==> src/rtl/bm_dag_descrambler_pkg.sv <==
// bm_dag_descrambler_pkg: shared widths and tap positions for the x^7+x^6+1 descrambler
package bm_dag_descrambler_pkg;
    localparam int BITS   = 2;
    localparam int SR_LEN = 7;
    localparam int TAP_A  = 5;
    localparam int TAP_B  = 6;
endpackage

==> src/rtl/bm_dag_descrambler_if.sv <==
// bm_dag_descrambler_if: stream bus of the descrambler.
// Inputs to the block: sync_clear, valid_in, data_in[BITS].
// Outputs from the block: valid_out, data_out[BITS], locked.
interface bm_dag_descrambler_if;
    import bm_dag_descrambler_pkg::*;
    logic            sync_clear;
    logic            valid_in;
    logic [BITS-1:0] data_in;
    logic            valid_out;
    logic [BITS-1:0] data_out;
    logic            locked;
    modport master (output sync_clear, valid_in, data_in, input valid_out, data_out, locked);
    modport slave  (input sync_clear, valid_in, data_in, output valid_out, data_out, locked);
endinterface

==> src/rtl/bm_dag_descrambler_descr_step.sv <==
// bm_dag_descrambler_descr_step: one combinational descrambling step for a single received bit.
// s_i: history before the bit (s_i[0] newest); r_i: received bit;
// d_o: descrambled bit; s_o: history with r_i shifted in.
module bm_dag_descrambler_descr_step
    import bm_dag_descrambler_pkg::*;
(
    input  logic [SR_LEN-1:0] s_i,
    input  logic              r_i,
    output logic              d_o,
    output logic [SR_LEN-1:0] s_o
);
    assign d_o = r_i ^ s_i[TAP_A] ^ s_i[TAP_B];
    assign s_o = {s_i[SR_LEN-2:0], r_i};
endmodule

==> src/rtl/bm_dag_descrambler.sv <==
// bm_dag_descrambler: self-synchronizing x^7+x^6+1 descrambler, BITS bits per word, MSB first.
// clock/reset: rising-edge clock, async active-high reset.
// bus (slave): sync_clear, valid_in, data_in in; valid_out, data_out, locked out (all registered).
module bm_dag_descrambler
    import bm_dag_descrambler_pkg::*;
(
    input  logic                    clock,
    input  logic                    reset,
    bm_dag_descrambler_if.slave     bus
);
    logic [SR_LEN-1:0] s_q, s_d;
    logic [2:0]        cnt_q, cnt_d;
    logic [3:0]        cnt_sum;
    logic [BITS-1:0]   data_q, d_word;
    logic              valid_q, locked_q, accept;
    logic [SR_LEN-1:0] s_chain [0:BITS];

    assign s_chain[0] = s_q;

    // Bit BITS-1 goes through the first stage; each stage feeds its history to the next.
    for (genvar i = 0; i < BITS; i++) begin : g_step
        bm_dag_descrambler_descr_step u_step (
            .s_i (s_chain[i]),
            .r_i (bus.data_in[BITS-1-i]),
            .d_o (d_word[BITS-1-i]),
            .s_o (s_chain[i+1])
        );
    end

    assign accept  = bus.valid_in & ~bus.sync_clear;
    assign cnt_sum = {1'b0, cnt_q} + 4'(BITS);

    always_comb begin
        s_d   = bus.sync_clear ? '0 : accept ? s_chain[BITS] : s_q;
        cnt_d = bus.sync_clear ? 3'd0 :
                accept ? (cnt_sum > 4'(SR_LEN) ? 3'(SR_LEN) : cnt_sum[2:0]) : cnt_q;
    end

    always_ff @(posedge clock or posedge reset) begin
        if (reset) begin
            s_q      <= '0;
            cnt_q    <= '0;
            data_q   <= '0;
            valid_q  <= 1'b0;
            locked_q <= 1'b0;
        end else begin
            s_q      <= s_d;
            cnt_q    <= cnt_d;
            valid_q  <= accept;
            locked_q <= cnt_d == 3'(SR_LEN);
            if (accept)
                data_q <= d_word;
        end
    end

    assign bus.valid_out = valid_q;
    assign bus.data_out  = data_q;
    assign bus.locked    = locked_q;
endmodule
==> src/flat_wrapper.sv <==
// flat-port wrapper written by rule: the top's interface ports become plain ports
module bm_dag_descrambler_flat import bm_dag_descrambler_pkg::*;
  (clock, reset, bus_sync_clear, bus_valid_in, bus_data_in, bus_valid_out, bus_data_out, bus_locked);
  bm_dag_descrambler_if bus_i ();
  input  logic clock;
  input  logic reset;
  input wire logic [$bits(bus_i.sync_clear)-1:0] bus_sync_clear;
  input wire logic [$bits(bus_i.valid_in)-1:0] bus_valid_in;
  input wire logic [$bits(bus_i.data_in)-1:0] bus_data_in;
  output wire logic [$bits(bus_i.valid_out)-1:0] bus_valid_out;
  output wire logic [$bits(bus_i.data_out)-1:0] bus_data_out;
  output wire logic [$bits(bus_i.locked)-1:0] bus_locked;
  assign bus_i.sync_clear = bus_sync_clear;
  assign bus_i.valid_in = bus_valid_in;
  assign bus_i.data_in = bus_data_in;
  assign bus_valid_out = bus_i.valid_out;
  assign bus_data_out = bus_i.data_out;
  assign bus_locked = bus_i.locked;
  bm_dag_descrambler u_core (.clock(clock), .reset(reset), .bus(bus_i));
endmodule
==> config.mk <==
export PLATFORM = sky130hd
export DESIGN_NAME = bm_dag_descrambler_flat
export DESIGN_NICKNAME = d
export VERILOG_FILES = /design/src/rtl/bm_dag_descrambler_pkg.sv /design/src/rtl/bm_dag_descrambler_if.sv /design/src/rtl/bm_dag_descrambler_descr_step.sv /design/src/rtl/bm_dag_descrambler.sv /design/src/flat_wrapper.sv
export SDC_FILE = /design/constraint.sdc
export NUM_CORES = 1
export LEC_CHECK = 0
export BUFFER_PORTS_ARGS = -buffer_cell sky130_fd_sc_hd__clkbuf_2
export CORE_ASPECT_RATIO = 0.75
export CORE_MARGIN = 2
export CORE_UTILIZATION = 28
export CTS_BUF_LIST = sky130_fd_sc_hd__clkbuf_4 sky130_fd_sc_hd__clkbuf_8
export DETAILED_ROUTE_END_ITERATION = 6
export SYNTH_ARGS = -nofsm -noshare
export SYNTH_HDL_FRONTEND = slang
export SYNTH_SLANG_ARGS = --single-unit
==> constraint.sdc <==
create_clock -name clock -period 1.56 [get_ports clock]
set_clock_uncertainty 0.05 [all_clocks]
set_input_delay 0.078 -clock clock [delete_from_list [all_inputs] [get_ports clock]]
set_output_delay 0.078 -clock clock [all_outputs]
set_load 0.01 [all_outputs]
Word level (Yosys, flattened, before mapping)
Index checks and enable logic that the tools add are counted.
{ "op_classes": {"div": 0, "n_reduce_logical": 1, "n_bitwise": 6, "n_addsub": 1, "n_lt_le_gt_ge": 1, "shift": 0, "multipliers": 0, "mux": 5, "eq_ne": 1} }
{ "op_table": {"columns": ["operator", "count"], "rows": [
  ["$mux W7", 2],
  ["$mux W3", 3],
  ["$add A3 B2 Y4 const B", 1],
  ["$gt A4 B3 Y1 const B", 1],
  ["$xor A1 B1 Y1", 4],
  ["$eq A3 B3 Y1 const B", 1],
  ["$reduce_bool A2 Y1", 1],
  ["$and A1 B1 Y1", 1],
  ["$not A1 Y1", 1]
]} }
{ "word_totals": {"input_bits": 6, "regBits": 14, "word_cells": 20, "ram_bits": 0, "mem_count": 0, "out_inout_bits": 4, "romBits": 0, "latch_bits": 0} }

Logic depth before layout (Yosys ltp)
{ "logic_depth": {"ltp_word": 6, "depth_mapped": 3, "depth_no_buf": 2} }

Cells and area by module
A second synthesis with hierarchy kept.
{ "hier_totals": {"hier_cells": 60, "area_unflattened_um2": 718.2} }
{ "modules_own_cells": {"columns": ["module", "seq_area_each_um2", "area_per_inst_um2", "cells_each", "n_inst"], "rows": [
  ["bm_dag_descrambler", 350.3, 565.5, 44, 1],
  ["bm_dag_descrambler_descr_step", 0.0, 76.3, 8, 2]
]} }

Worst setup path before layout
Ideal clock, no wire load.
{ "synth_timing": {"kind": "reg-to-reg", "from": "register u_core.s_q[5]", "to": "register u_core.data_q[1], in the netlist u_core.bus.data_out[1]", "synth_period_minus_slack_ns": 1.181, "path_buffers": 0, "slack_ns": 0.379, "stages_incl_launch_ff": 3, "t_required_ns": 1.385, "setup_time_ns": 0.125, "arrival_time_ns": 1.005, "path_cell_list": "dfrtp_1 xor3_1 mux2_4"} }
{ "synth_via": {"elab_chain_len": 2} }
{ "synth_rtl": {"columns": ["item", "line_no", "rtl"], "rows": [
  ["start, declared", "bm_dag_descrambler.sv:11", "logic [SR_LEN-1:0] s_q, s_d;"],
  ["start signal, assigned", "bm_dag_descrambler.sv:41", "s_q <= '0;"],
  ["start signal, assigned", "bm_dag_descrambler.sv:47", "s_q <= s_d;"],
  ["$xor A1 B1 Y1 (2 in a row)", "bm_dag_descrambler_descr_step.sv:12", "assign d_o = r_i ^ s_i[TAP_A] ^ s_i[TAP_B];"],
  ["end signal, assigned", "bm_dag_descrambler.sv:52", "data_q <= d_word;"],
  ["end, declared", "bm_dag_descrambler.sv:14", "logic [BITS-1:0] data_q, d_word;"]
]} }
Every way passes these cells.
A chain may end at the register's enable or synchronous reset.

Worst setup path after layout
Same ends and word-level chain as after synthesis.

==> results by group <==
Worst setup path
  • Max incr delay on CP: 0.42 ns
  • CP Capture Point: u_core.bus.data_out[1]$_DFFE_PP0N_
  • CP delay by family, top: XOR/XNOR gates
  • Bufs and invs on worst path: 0
  • CP cell instances: xor3_1 > mux2_4
  • Stages on worst setup path: 2
  • R2R Path Start: u_core.s_q[5]$_DFFE_PP0P_
  • Worst Path Arrival: 1.36 ns
  • Critical R2R Capture: u_core.bus.data_out[1]$_DFFE_PP0N_
  • Crit end category: flop
  • CP required: 1.67 ns
  • WS Path Type: reg -> reg
  • Crit path max fanout: 3
  • Worst R2R Path Depth: 2
  • Worst setup SP type: flop
  • Worst Setup SP: u_core.s_q[5]$_DFFE_PP0P_
  • Slowest CP cell: xor3_1
  • Reg2reg setup slack: 0.31 ns

CTS
  • TritonCTS clock tree: done
  • Clk Latency, worst-skew pair: 0.27 ns
  • Clock Tree Root: clkbuf_4
  • H-tree levels: 1
  • Sink Count: 14
  • # Post-CTS Setup Buffers: 0
  • Total CTS buffers: 3
  • Post-cts resize count: 0
  • Clk slew on worst S/H paths: 0.08 ns
  • Hold_buf cts: 1
  • Longest Clk Path Bufs: 2

Synth
  • Post-synth EDFFs: 0
  • Commonest cells post-synth: dfrtp_1 (14), nor2_1 (10), mux2i_1 (7)
  • Ys async rst share: 100%
  • Top-count cell post-synth: dfrtp_1
  • Unique cell type count in the Yosys netlist: 15
  • Main synth FF type: dfrtp_1
  • Post-synthesis net count: 51
  • Total of warnings raised by yosys: 0
  • Area of the mapped netlist: 596 um2
  • Post-synthesis average cell area: 13.2 um2
  • Post-synth top area share: 58.8%
  • Seq/Total Area, Yosys: 58.8%
  • Synth Instances: 45
  • Synth Register Bits: 14
  • Largest area contributor in the netlist: dfrtp_1
  • Main area contributors after synthesis: dfrtp_1 (59%), mux2i_1 (12%), xor3_1 (8.0%)

Floorplanning
  • Initial Util: 29.6%
  • Core box area: 2010 um2
  • Top Ports: 10
  • Die H: 43.9 um
  • Die Wd: 57.3 um
  • FP Rows: 14
  • Die ar.: 2520 um2

Final layout
  • Register area: 350 um2
  • Layout cells sized above 1: 27.6%
  • Layout area overhead: 20.2%
  • Non-filler cells in the finished layout: 82
  • Area of the multi-input gates: 233 um2
  • Ant diodes: 0
  • FILL cells: 201
  • Nets: 65

Placed design
  • Placed insts: 77
  • Port Buffers: 9
  • GPL Wtd Cong: 0.636

Power and ir drop
  • Worst VDD drop: 0.541 mV
  • Power density over the cells: 1020 nW/um2
  • Cell internal pwr: 568 uW
  • Sw Share: 22.1%
  • Power share of the sequential group: 54.1%
  • Leakage: 0.000380 uW
  • Power share of the clock group: 34.5%
  • Logic pwr share: 11.4%
  • Switching power: 162 uW

Drt
  • DR vias: 359
  • Post-route ant nets: 0
  • Final wirelength: 893 um
  • DR WL/cell: 10.9 um
  • DRC violations left: 0
  • Vias per inst: 4.38
  • DRT Pass-1 Iters: 2
  • Iter 0 DRT Violations: 12

Min path
  • Type of the worst min-delay path: in -> reg
  • Min-delay src: bus_data_in[1]

STA
  • Post-layout min period: 1.25 ns
  • Pins Over Slew Limit: 0
  • Final Hold Fails: 0
  • Setup TNS: 0 ns
  • Fmax: 802 MHz
  • Setup violators final: 0
  • Slew headroom: 66.1%
  • Worst Tran Pin Value: 0.509 ns
  • Unrepaired setup endpoints after global routing: false
  • Period utilization: 79.9%

Global routing
  • Number of global-route vias before repair: 381
  • Total Routing Usage GR: 9.18%
  • GRT overflow: 0
  • First-pass GRT wire length: 1.65 mm
  • Largest net degree at the start of global routing: 15
  • Antenna violations before repair: 0

Outcome
  • Run status: finished, final reports clean

Run
  • Max cap viols: 0
## state kept, by name, indices dropped and copies added (netlist names)
signal,cells
u_core.s_q,7
u_core.cnt_q,3
u_core.bus.data_out,2
u_core.bus.locked,1
u_core.bus.valid_out,1
## metal layers
layer	vias up	part of all wire [%]	global-route usage, %
met5	-	0	0
li1	180	-	-
met1	170	48	10.1
met4	0	0.78	2.79
met2	7	45	14.5
met3	2	6.0	6.27
## how the worst min path moves through the flow
stage / cells after the start / end
final: 3 / u_core.s_q[1]$_DFFE_PP0P_
after floorplan: 1 / u_core.bus.data_out[0]$_DFFE_PP0N_
after global placement: 2 / u_core.bus.locked$_DFF_PP0_
after CTS: 3 / u_core.s_q[1]$_DFFE_PP0P_
after global routing: 3 / u_core.s_q[0]$_DFFE_PP0P_
after detailed placement: 2 / u_core.bus.locked$_DFF_PP0_
## power by group through the flow
stage | Sequential (uW) | Clock [uW] | Combinational (uW)
global placement | 402 | 0 | 82.8
global route | 399 | 276 | 94.0
finish | 395 | 252 | 83.3
CTS | 395 | 264 | 85.9
detailed placement | 403 | 0 | 83.6
floorplan | 406 | 0 | 51.1
## final cells by class
type	count	share of cell area, %
Tap cell	24	4.20
Clock buffer	4	5.07
Inverter	1	0.524
Timing Repair Buffer	11	8.74
Multi-Input combinational cell	28	32.5
Sequential cell	14	49.0
## metrics by stage
stage | hold WS (ns) | utilization [%] | area [um2] | total power (uW) | setup slack, ns
6_report | 0.0425 | 35.5 | 716 | 730 | 0.314
5_1_grt | 0.0653 | 35.5 | 716 | 769 | 0.272
4_1_cts | 0.0429 | 35.5 | 716 | 745 | 0.310
3_5_place_dp | 0.0763 | 33.2 | 669 | 486 | 0.321
3_3_place_gp | 0.0827 | 33.2 | 669 | 485 | 0.324
2_1_floorplan | -0.0828 | - | 596 | 457 | 0.379
## cells by family after synthesis
logic type      Yosys count  share of synthesized area [%]
simple gates             14                           11.3
fa+ha+maj                 1                           1.68
compound gates            2                           1.89
mux                       9                           16.2
flops                    14                           58.8
xor+xnor                  2                           7.98
buf+inv                   3                           2.10
## tightest hold or removal path: stages
cell      delay [ns]
clkbuf_2        0.10
mux2i_1         0.07
nor2_1          0.08
## placed cells by master, fill, tap and decap left out
cell	count
a21oi_1	1
and2b_1	1
xor3_1	2
mux2i_1	7
inv_1	1
mux2_4	1
and3b_1	2
dlygate4sd3_1	1
clkbuf_4	3
nor3_1	1
dfrtp_1	14
maj3_1	1
clkbuf_8	1
a31oi_1	1
buf_4	1
clkbuf_2	9
nor2_1	10
mux2_2	1
Note: power is estimated with default switching activity, not from simulation.
